## src/rtl/reg_file.sv

```systemverilog
// 8 x 16-bit register file: two registered read ports (A, B), one write port (D), gated by I_en.
// Latency: 1 cycle from select to O_dataA/O_dataB. There is no backpressure; I_en=0 freezes all state.
// Optional macro REG_FILE_BYPASS_EN forwards same-edge write data to the read ports.
module reg_file #(
   parameter int DATA_W = 16,
   parameter int ADDR_W = 3
) (
   input  logic              I_clk,
   input  logic              I_rst_n,
   input  logic              I_en,
   input  logic              I_we,
   input  logic [ADDR_W-1:0] I_selA,
   input  logic [ADDR_W-1:0] I_selB,
   input  logic [ADDR_W-1:0] I_selD,
   input  logic [DATA_W-1:0] I_dataD,
   output logic [DATA_W-1:0] O_dataA,
   output logic [DATA_W-1:0] O_dataB
);

   localparam int NUM_REGS = 2 ** ADDR_W;

   logic [DATA_W-1:0] regs [NUM_REGS];
   logic [DATA_W-1:0] rdA;
   logic [DATA_W-1:0] rdB;
   logic              wrEn;

   assign wrEn = I_en & I_we;

`ifdef REG_FILE_BYPASS_EN
   // Forward the incoming write so a same-edge read sees the new value.
   assign rdA = (I_we && (I_selA == I_selD)) ? I_dataD : regs[I_selA];
   assign rdB = (I_we && (I_selB == I_selD)) ? I_dataD : regs[I_selB];
`else
   assign rdA = regs[I_selA];
   assign rdB = regs[I_selB];
`endif

   always_ff @(posedge I_clk or negedge I_rst_n) begin
      if (!I_rst_n) begin
         for (int i = 0; i < NUM_REGS; i++) begin
            regs[i] <= '0;
         end
      end else if (wrEn) begin
         regs[I_selD] <= I_dataD;
      end
   end

   always_ff @(posedge I_clk or negedge I_rst_n) begin
      if (!I_rst_n) begin
         O_dataA <= '0;
         O_dataB <= '0;
      end else if (I_en) begin
         O_dataA <= rdA;
         O_dataB <= rdB;
      end
   end

endmodule

```

## config.mk

```make
export PLATFORM = sky130hd
export DESIGN_NAME = reg_file
export DESIGN_NICKNAME = d
export VERILOG_FILES = /design/src/rtl/reg_file.sv
export SDC_FILE = /design/constraint.sdc
export NUM_CORES = 1
export LEC_CHECK = 0
export CAP_MARGIN = 20
export CORE_UTILIZATION = 60
export CTS_BUF_LIST = sky130_fd_sc_hd__clkbuf_8
export DETAILED_ROUTE_END_ITERATION = 10
export PLACE_DENSITY = 0.81
export SLEW_MARGIN = 20
export SYNTH_ARGS = -nofsm -noshare
export SYNTH_HDL_FRONTEND = slang
export SYNTH_SLANG_ARGS = --single-unit
```

## constraint.sdc

```tcl
create_clock -name I_clk -period 2.8 [get_ports I_clk]
set_input_delay 0.42 -clock I_clk [delete_from_list [all_inputs] [get_ports I_clk]]
set_output_delay 0.42 -clock I_clk [all_outputs]
set_load 0.05 [all_outputs]
```

== Yosys cells after proc, flatten, opt, wreduce, memory -nomap -nowiden ==
Index checks and enable logic that the tools add are counted.
Cells by class
  order comparisons: 4
  multiplexer cells: 9
  bitwise operators: 4
  reduce and logical (&&, ||, !) cells: 1
Operators by type and width (count)
  $bwmux W128: 1
  $bmux W16 S3: 2
  $mux W16: 5
  $demux W16 S3: 1
  $ge A4 B4 Y1 const B: 3
  $not A3 Y4: 3
  $lt A4 B1 Y1 const B: 1
  $and A1 B1 Y1: 1
  $logic_and A1 B1 Y1: 1
Word-level totals
  register bits after elaboration: 160
  input port bits: 29
  logic and storage cells: 28

== Longest topological paths before layout ==
Gate-level depths: netlist (run 1).
  depth after elaboration: 6
  gate-level depth with buffers: 6
  gate-level depth less buffers: 3

== Worst setup path after synthesis (run 1) ==
No wires, ideal clock.
  path type: input to register
  start point: input port I_selA[0]
  end point: register O_dataA[11]
  arrival time: 1562 ps
  data required time: 2680 ps
  path slack: 1118 ps
  stages on the path: 6
  cell sequence: buf_2 -> buf_2 -> buf_2 -> mux2i_1 -> nand3_1 -> a41o_1
Between the ends
  longest elaborated chain between the ends: 4
RTL lines
  from (decl): RTL line 12  | input logic [ADDR_W-1:0] I_selA,
  $not A3 Y4 (implied by the code): RTL line 34  | assign rdA = regs[I_selA];
  $bmux W16 S3: RTL line 34
  $mux W16 (implied by the code) (2 in a row): RTL line 34
  to (signal assigned): RTL line 53  | O_dataA <= rdA;
  to (decl): RTL line 16  | output logic [DATA_W-1:0] O_dataA,
Every way passes these cells. The select of a mux whose other input is x is not followed.
A chain may end at the register's enable or synchronous reset.

== Final worst setup path (run 1) ==
  start point: register O_dataA[2]
  end point: output port O_dataA[2]
No word-level cell between the ends.

==> results.json, run 1 <==
{
  "synth_top_area_share_pct": 48.5,
  "fin_setup_tns_ps": 0,
  "path_cells": "clkdlybuf4s50_1",
  "placed_cells_incl_taps": 864,
  "floorplan.die_area_um2": 14200,
  "crit_path_top_delay_cell": "sky130_fd_sc_hd__clkdlybuf4s50_1",
  "route.final.wire_length_um": 20200,
  "maxCapViolations": 0,
  "final_cell_count_no_fill": 896,
  "final.setup.worst_slack_ps": 740,
  "boundaryPins": 61,
  "most_frequent_cell_after_synthesis": "sky130_fd_sc_hd__dfrtp_1",
  "grt_use_total_pct": 30.4,
  "clk_transition_reported_paths_ps": 80,
  "synth_async_sr_flop_share_pct": 100,
  "globalRoute.totalOverflow": 0,
  "dpl.hpwl_um": 12500,
  "routed_via_density": 6.36,
  "status": "finished clean",
  "final_core_util_pct": 70.7,
  "cts_inserted_buffers": 17,
  "initial_cell_density_of_the_core_pct": 61.8,
  "placedInstanceArea_um2": 9070,
  "diodes": 0,
  "yosys-top-cells-area": "sky130_fd_sc_hd__dfrtp_1, sky130_fd_sc_hd__mux2_2, sky130_fd_sc_hd__mux2i_1, sky130_fd_sc_hd__nor2b_1, sky130_fd_sc_hd__a41o_1",
  "cts-hold-fix-buffers": 1,
  "vdd_ir_drop_max_v": 0.000476,
  "synth_edf_count": 0,
  "routed-via-count": 5696,
  "grt_max_degree": 63,
  "timing.final.max_slew_violations": 0,
  "yosysTopAreaCell": "sky130_fd_sc_hd__dfrtp_1",
  "max_slew.worst_pin.slew_ps": 857,
  "drive_gt1_share_pct": 27.9,
  "wl_met3_um": 1110,
  "ys_seq_area_share_pct": 48.5,
  "first_pass_grt_wire_length_um": 32500,
  "chipHeight_um": 119,
  "postSynthNetCount": 677,
  "cts_root_buf": "sky130_fd_sc_hd__clkbuf_8",
  "design.final.nets": 737,
  "period_needed_ps": 2060,
  "tritoncts_clock_tree": "built",
  "antenna_found_initial": 0,
  "via_count_of_the_first_global_routing_pass": 6035,
  "cp_num_buf_inv": 1,
  "worstHoldPathType": "in -> async",
  "synth_instances": 648,
  "achievable-frequency_ghz": 0.485,
  "dpl_worst_slack_ps": 472,
  "total_of_fill_cells_in_the_finished_design": 936,
  "ctsResizeCount": 0,
  "ys_ff_latch": 160,
  "clock-skew-final_ps": 9.90,
  "hold-worst-slack_ps": 521,
  "leakage_nw": 4.35,
  "worstSetupPathType": "reg -> out",
  "critical_path.startpoint_type": "flop",
  "final-setup-viol-count": 0,
  "std_cell_rows": 42,
  "gpl.final_weighted_congestion": 0.783,
  "first_pass_iteration_count_of_the_detailed_router": 5,
  "p_per_area_nw_per_um2": 688,
  "placeableCoreArea_um2": 13300,
  "worst_slew_margin_rel_pct": 42.8,
  "area_growth_syn_to_layout_pct": 14.4,
  "route.top_layer_used": "met4",
  "final_antenna_net_count": 0,
  "critPathRequiredTime_ps": 2380,
  "wire_length_on_met2_um": 9870,
  "regToRegSetupSlack_ps": 1630,
  "totalPowerFinal_mw": 6.49,
  "htree_num_levels": 4,
  "unrepaired_setup_endpoints_after_global_routing": "false",
  "timing.final.crit_share_pct": 73.6,
  "post_synth_instance_area_um2": 8260,
  "clk-insertion-delay-late_ps": 450,
  "drc_errors": 0,
  "cts_num_sinks": 160,
  "synthesis.area_per_instance_um2": 12.7,
  "final_cell_area_um2": 9440,
  "critical_path.top_delay_family": "buffers and inverters",
  "yosys_synthesis_warning_count": 0,
  "fp.dieW_um": 119,
  "synth.cells.most_frequent": "sky130_fd_sc_hd__dfrtp_1, sky130_fd_sc_hd__mux2_2, sky130_fd_sc_hd__mux2i_1",
  "synth_flop_cell": "sky130_fd_sc_hd__dfrtp_1",
  "netlist-cell-type-count": 22,
  "final-hold-violation-count": 0,
  "post_cts_buffers": 0,
  "place.port_buffers": 60,
  "wl_met1_um": 8850,
  "ctsLongestPathBuffers": 2,
  "drt_first_iter_violations": 437,
  "endpoint_kind": "output pin",
  "critical_path.max_fanout": 2,
  "cp_slowest_stage_delay_ps": 810,
  "wl_per_cell_um": 22.6,
  "cp.arrival_ps": 1640
}
[worst paths after layout]
path | to | cells after the start | start
max in group asynchronous | regs[27] | 3 | I_rst_n
worst max-delay path | O_dataA[2] | 1 | O_dataA[2]
worst min-delay path | regs[1] | 2 | I_rst_n
worst min register to register | regs[57] | 1 | regs[57]
worst max register to register | O_dataA[6] | 3 | regs[54]
min in group I_clk | regs[57] | 1 | regs[57]
[per-layer routing]
layer	GRT usage, %	up-vias
li1	-	2541
met1	40.7	2927
met2	48.7	190
met3	6.42	38
met4	11.3	0
met5	0	-
[cells in the final DEF (no fill, tap or decap), types with 2 or more instances in the layout]
| master | count |
|---|---|
| sky130_fd_sc_hd__dfrtp_1 | 160 |
| sky130_fd_sc_hd__mux2_2 | 117 |
| sky130_fd_sc_hd__mux2i_1 | 96 |
| sky130_fd_sc_hd__nor2b_1 | 66 |
| sky130_fd_sc_hd__clkdlybuf4s50_1 | 56 |
| sky130_fd_sc_hd__a211o_1 | 32 |
| sky130_fd_sc_hd__nand3_1 | 32 |
| sky130_fd_sc_hd__a22oi_1 | 32 |
| sky130_fd_sc_hd__a41o_1 | 32 |
| sky130_fd_sc_hd__buf_4 | 32 |
| sky130_fd_sc_hd__clkbuf_8 | 23 |
| sky130_fd_sc_hd__mux2_4 | 11 |
| sky130_fd_sc_hd__nor2_2 | 6 |
| sky130_fd_sc_hd__nand2b_1 | 4 |
| sky130_fd_sc_hd__clkinv_2 | 4 |
| sky130_fd_sc_hd__inv_1 | 3 |
| sky130_fd_sc_hd__buf_12 | 3 |
| sky130_fd_sc_hd__nor2_1 | 2 |
| sky130_fd_sc_hd__or3_1 | 2 |
[sequential cells by signal, summed over array words and instances (netlist names)]
signal   count
regs       128
O_dataB     16
O_dataA     16
[where the power goes]
part           internal (mW)  switching (mW)
Clock                  0.735           0.809
Combinational          0.890           0.867
Sequential              2.82           0.373
Total                   4.44            2.05
[cells by family (layout without fill, tap and decap cells)]
group,Yosys count,after routing,synth area share (%)
flops,160,160,48.5
compound gates,96,96,10.2
buf+inv,53,125,3.36
mux,224,224,29.6
simple gates,115,115,8.35
[final cells by class]
cell class,count,area (µm²),share of cell area (%)
clock buffers,23,317,3.35
clock inverters,8,38.8,0.411
multi-input cells,435,3970,42.1
flip-flops and latches,160,4000,42.4
well taps,176,220,2.33
repair buffers,94,887,9.40
[worst register-to-register path, delay by kind of cell, from the launching register on]
family | cells | cell delay, ps
AND/OR/NAND/NOR | 1 | 140
flip-flops | 1 | 400
AO/OA/AOI/OAI | 2 | 520
(Power assumes the default switching activity.)
==> run 2, diff against run 1 <==
- CORE_UTILIZATION: 60 -> 55
- PLACE_DENSITY: 0.81 -> 0.79
- clock period: 2.8 -> 1.89 ns (I/O delays scaled with it)
==> run 2 against run 1 <==
Effect of this change: clock-buffer cell count shrank 4; routed wire length up 1.3%; non-clock buffer count rose by 6; register-to-register slack worse by 890 ps; critical path depth unchanged; global-route usage shrank 2.5 points; sequential cell count is the same; sequential share of layout area fell by 0.91 points; clock skew grew 4.7 ps; setup slack got worse by 510 ps; utilization is 4.6 points lower; highest routed layer unchanged.
==> results.json, run 2 (synthesis results as in run 1) <==
{
  "drive_gt1_share_pct": 28.6,
  "route.final.wire_length_um": 20500,
  "layout_commonest_cell": "sky130_fd_sc_hd__dfrtp_1",
  "gpl.final_weighted_congestion": 0.825,
  "final_antenna_net_count": 0,
  "leakage_nw": 4.51,
  "critical_path_cell_count": 1,
  "final-setup-viol-count": 0,
  "globalRoute.totalOverflow": 0,
  "cp_slowest_stage_delay_ps": 550,
  "achievable-frequency_ghz": 0.604,
  "diodes": 0,
  "maxCapViolations": 0,
  "htree_num_levels": 4,
  "critical_path.top_delay_family": "buffers and inverters",
  "std_cell_rows": 44,
  "post_cts_buffers": 0,
  "fp.dieW_um": 125,
  "drc_errors": 0,
  "max_flop_register": "regs",
  "max_ffs_per_register": 128,
  "crit_path_top_delay_cell": "sky130_fd_sc_hd__dlygate4sd2_1",
  "final-hold-violation-count": 0,
  "floorplan.die_area_um2": 15500,
  "tritoncts_clock_tree": "built",
  "depth_of_the_worst_register_to_register_path": 3,
  "routed_via_density": 6.34,
  "cp.arrival_ps": 1370,
  "cp_num_buf_inv": 1,
  "drt_first_iter_violations": 362,
  "design.final.nets": 743,
  "timing.final.max_slew_violations": 0,
  "dpl_worst_slack_ps": -31.8,
  "totalPowerFinal_mw": 9.76,
  "clock-skew-final_ps": 14.6,
  "placedInstanceArea_um2": 9290,
  "initial_cell_density_of_the_core_pct": 56.6,
  "layout_common_cells": "sky130_fd_sc_hd__dfrtp_1, sky130_fd_sc_hd__mux2_2, sky130_fd_sc_hd__mux2i_1",
  "reg.largest.list": "regs: 128 flops, O_dataA: 16 flops, O_dataB: 16 flops",
  "boundaryPins": 61,
  "area_growth_syn_to_layout_pct": 16.9,
  "first_pass_iteration_count_of_the_detailed_router": 5,
  "first_pass_grt_wire_length_um": 33200,
  "cts_root_buf": "sky130_fd_sc_hd__clkbuf_8",
  "grt_use_total_pct": 27.8,
  "r2r-start": "regs[59]",
  "critical_path.max_fanout": 2,
  "dpl.hpwl_um": 13000,
  "critical_path.reg2reg.endpoint": "O_dataB[11]",
  "crit_start": "O_dataA[2]",
  "total_of_fill_cells_in_the_finished_design": 1063,
  "critical_path.startpoint_type": "flop",
  "critPathRequiredTime_ps": 1610,
  "ctsLongestPathBuffers": 2,
  "endpoint_kind": "output pin",
  "final.setup.worst_slack_ps": 233,
  "max_slew.worst_pin.slew_ps": 695,
  "chipHeight_um": 125,
  "worst_slew_margin_rel_pct": 53.7,
  "routed-via-count": 5772,
  "wl_per_cell_um": 22.5,
  "regToRegSetupSlack_ps": 740,
  "path_cells": "dlygate4sd2_1",
  "p_per_area_nw_per_um2": 1010,
  "status": "finished clean",
  "place.port_buffers": 60,
  "cts_num_sinks": 160,
  "clk_transition_reported_paths_ps": 90,
  "grt_max_degree": 66,
  "worstSetupPathType": "reg -> out",
  "unrepaired_setup_endpoints_after_global_routing": "false",
  "via_count_of_the_first_global_routing_pass": 6121,
  "timing.final.crit_share_pct": 87.7,
  "antenna_found_initial": 0,
  "cts_inserted_buffers": 17,
  "vdd_ir_drop_max_v": 0.000566,
  "clk-insertion-delay-late_ps": 470,
  "final_cell_area_um2": 9650,
  "placeableCoreArea_um2": 14600,
  "period_needed_ps": 1660,
  "worstHoldPathType": "in -> async",
  "endpoint": "O_dataA[2]"
}
-- run 2: changes by cell type in the layout (fill, tap and decap cells not counted), sizes merged --
| cell | delta |
|---|---|
| buf | +6 |
| bufinv | +2 |
| clkdlybuf4s50 | -32 |
| clkinv | +1 |
| dlygate4sd2 | +32 |
| clkinvlp | +2 |
| clkbuf | -4 |
-- run 2: how the worst min path moves through the flow --
stage               slack (ps)  depth (start not counted)     endpoint     from
floorplan                  -10                          0   O_dataA[0]  I_rst_n
detailed placement         200                          1     regs[24]  I_rst_n
finish                     270                          2   O_dataA[5]  I_rst_n
global placement           190                          1      regs[8]  I_rst_n
CTS                        260                          2  O_dataB[13]  I_rst_n
global route               280                          2   O_dataA[8]  I_rst_n
-- run 2: routing by layer --
metal | share of wire, % | global-route usage (%) | vias up
met1 | 43 | 35.6 | 3004
met2 | 50 | 45.9 | 178
li1 | - | - | 2551
met5 | 0 | 0 | -
met4 | 1.9 | 10.6 | 0
met3 | 5.0 | 6.40 | 39
-- run 2: through the flow --
step | std cells | setup TNS (ps) | hold slack, ps | utilization, %
finish | 911 | 0 | 272 | 66.1
global placement | 878 | 0 | 192 | 63.7
global route | 911 | 0 | 278 | 66.1
detailed placement | 878 | -278 | 196 | 63.7
floorplan | 648 | 0 | -12.1 | -
CTS | 911 | 0 | 258 | 66.1
-- run 2: repair_timing --
action | 4_1_cts | 5_1_grt
gates resized for setup | 32 | 0
hold buffers | 1 | 0
setup endpoints to repair | 32 | 0
endpoints found under the hold margin | 31 | 0
-- run 2: report_power, final --
part           leakage [nW]  internal (mW)  switching, mW
combinational          2.35           1.27           1.30
sequential             1.97           4.18          0.554
clock                 0.201           1.22           1.25
total                  4.51           6.66           3.10
-- run 2: final cells by class --
type	instances	area (µm²)	area share, %
clock buffer	19	262	2.71
clock inverter	13	123	1.27
tap	184	230	2.39
sequential	160	4000	41.5
timing repair buffer	100	1050	10.9
multi-input combinational	435	3970	41.2
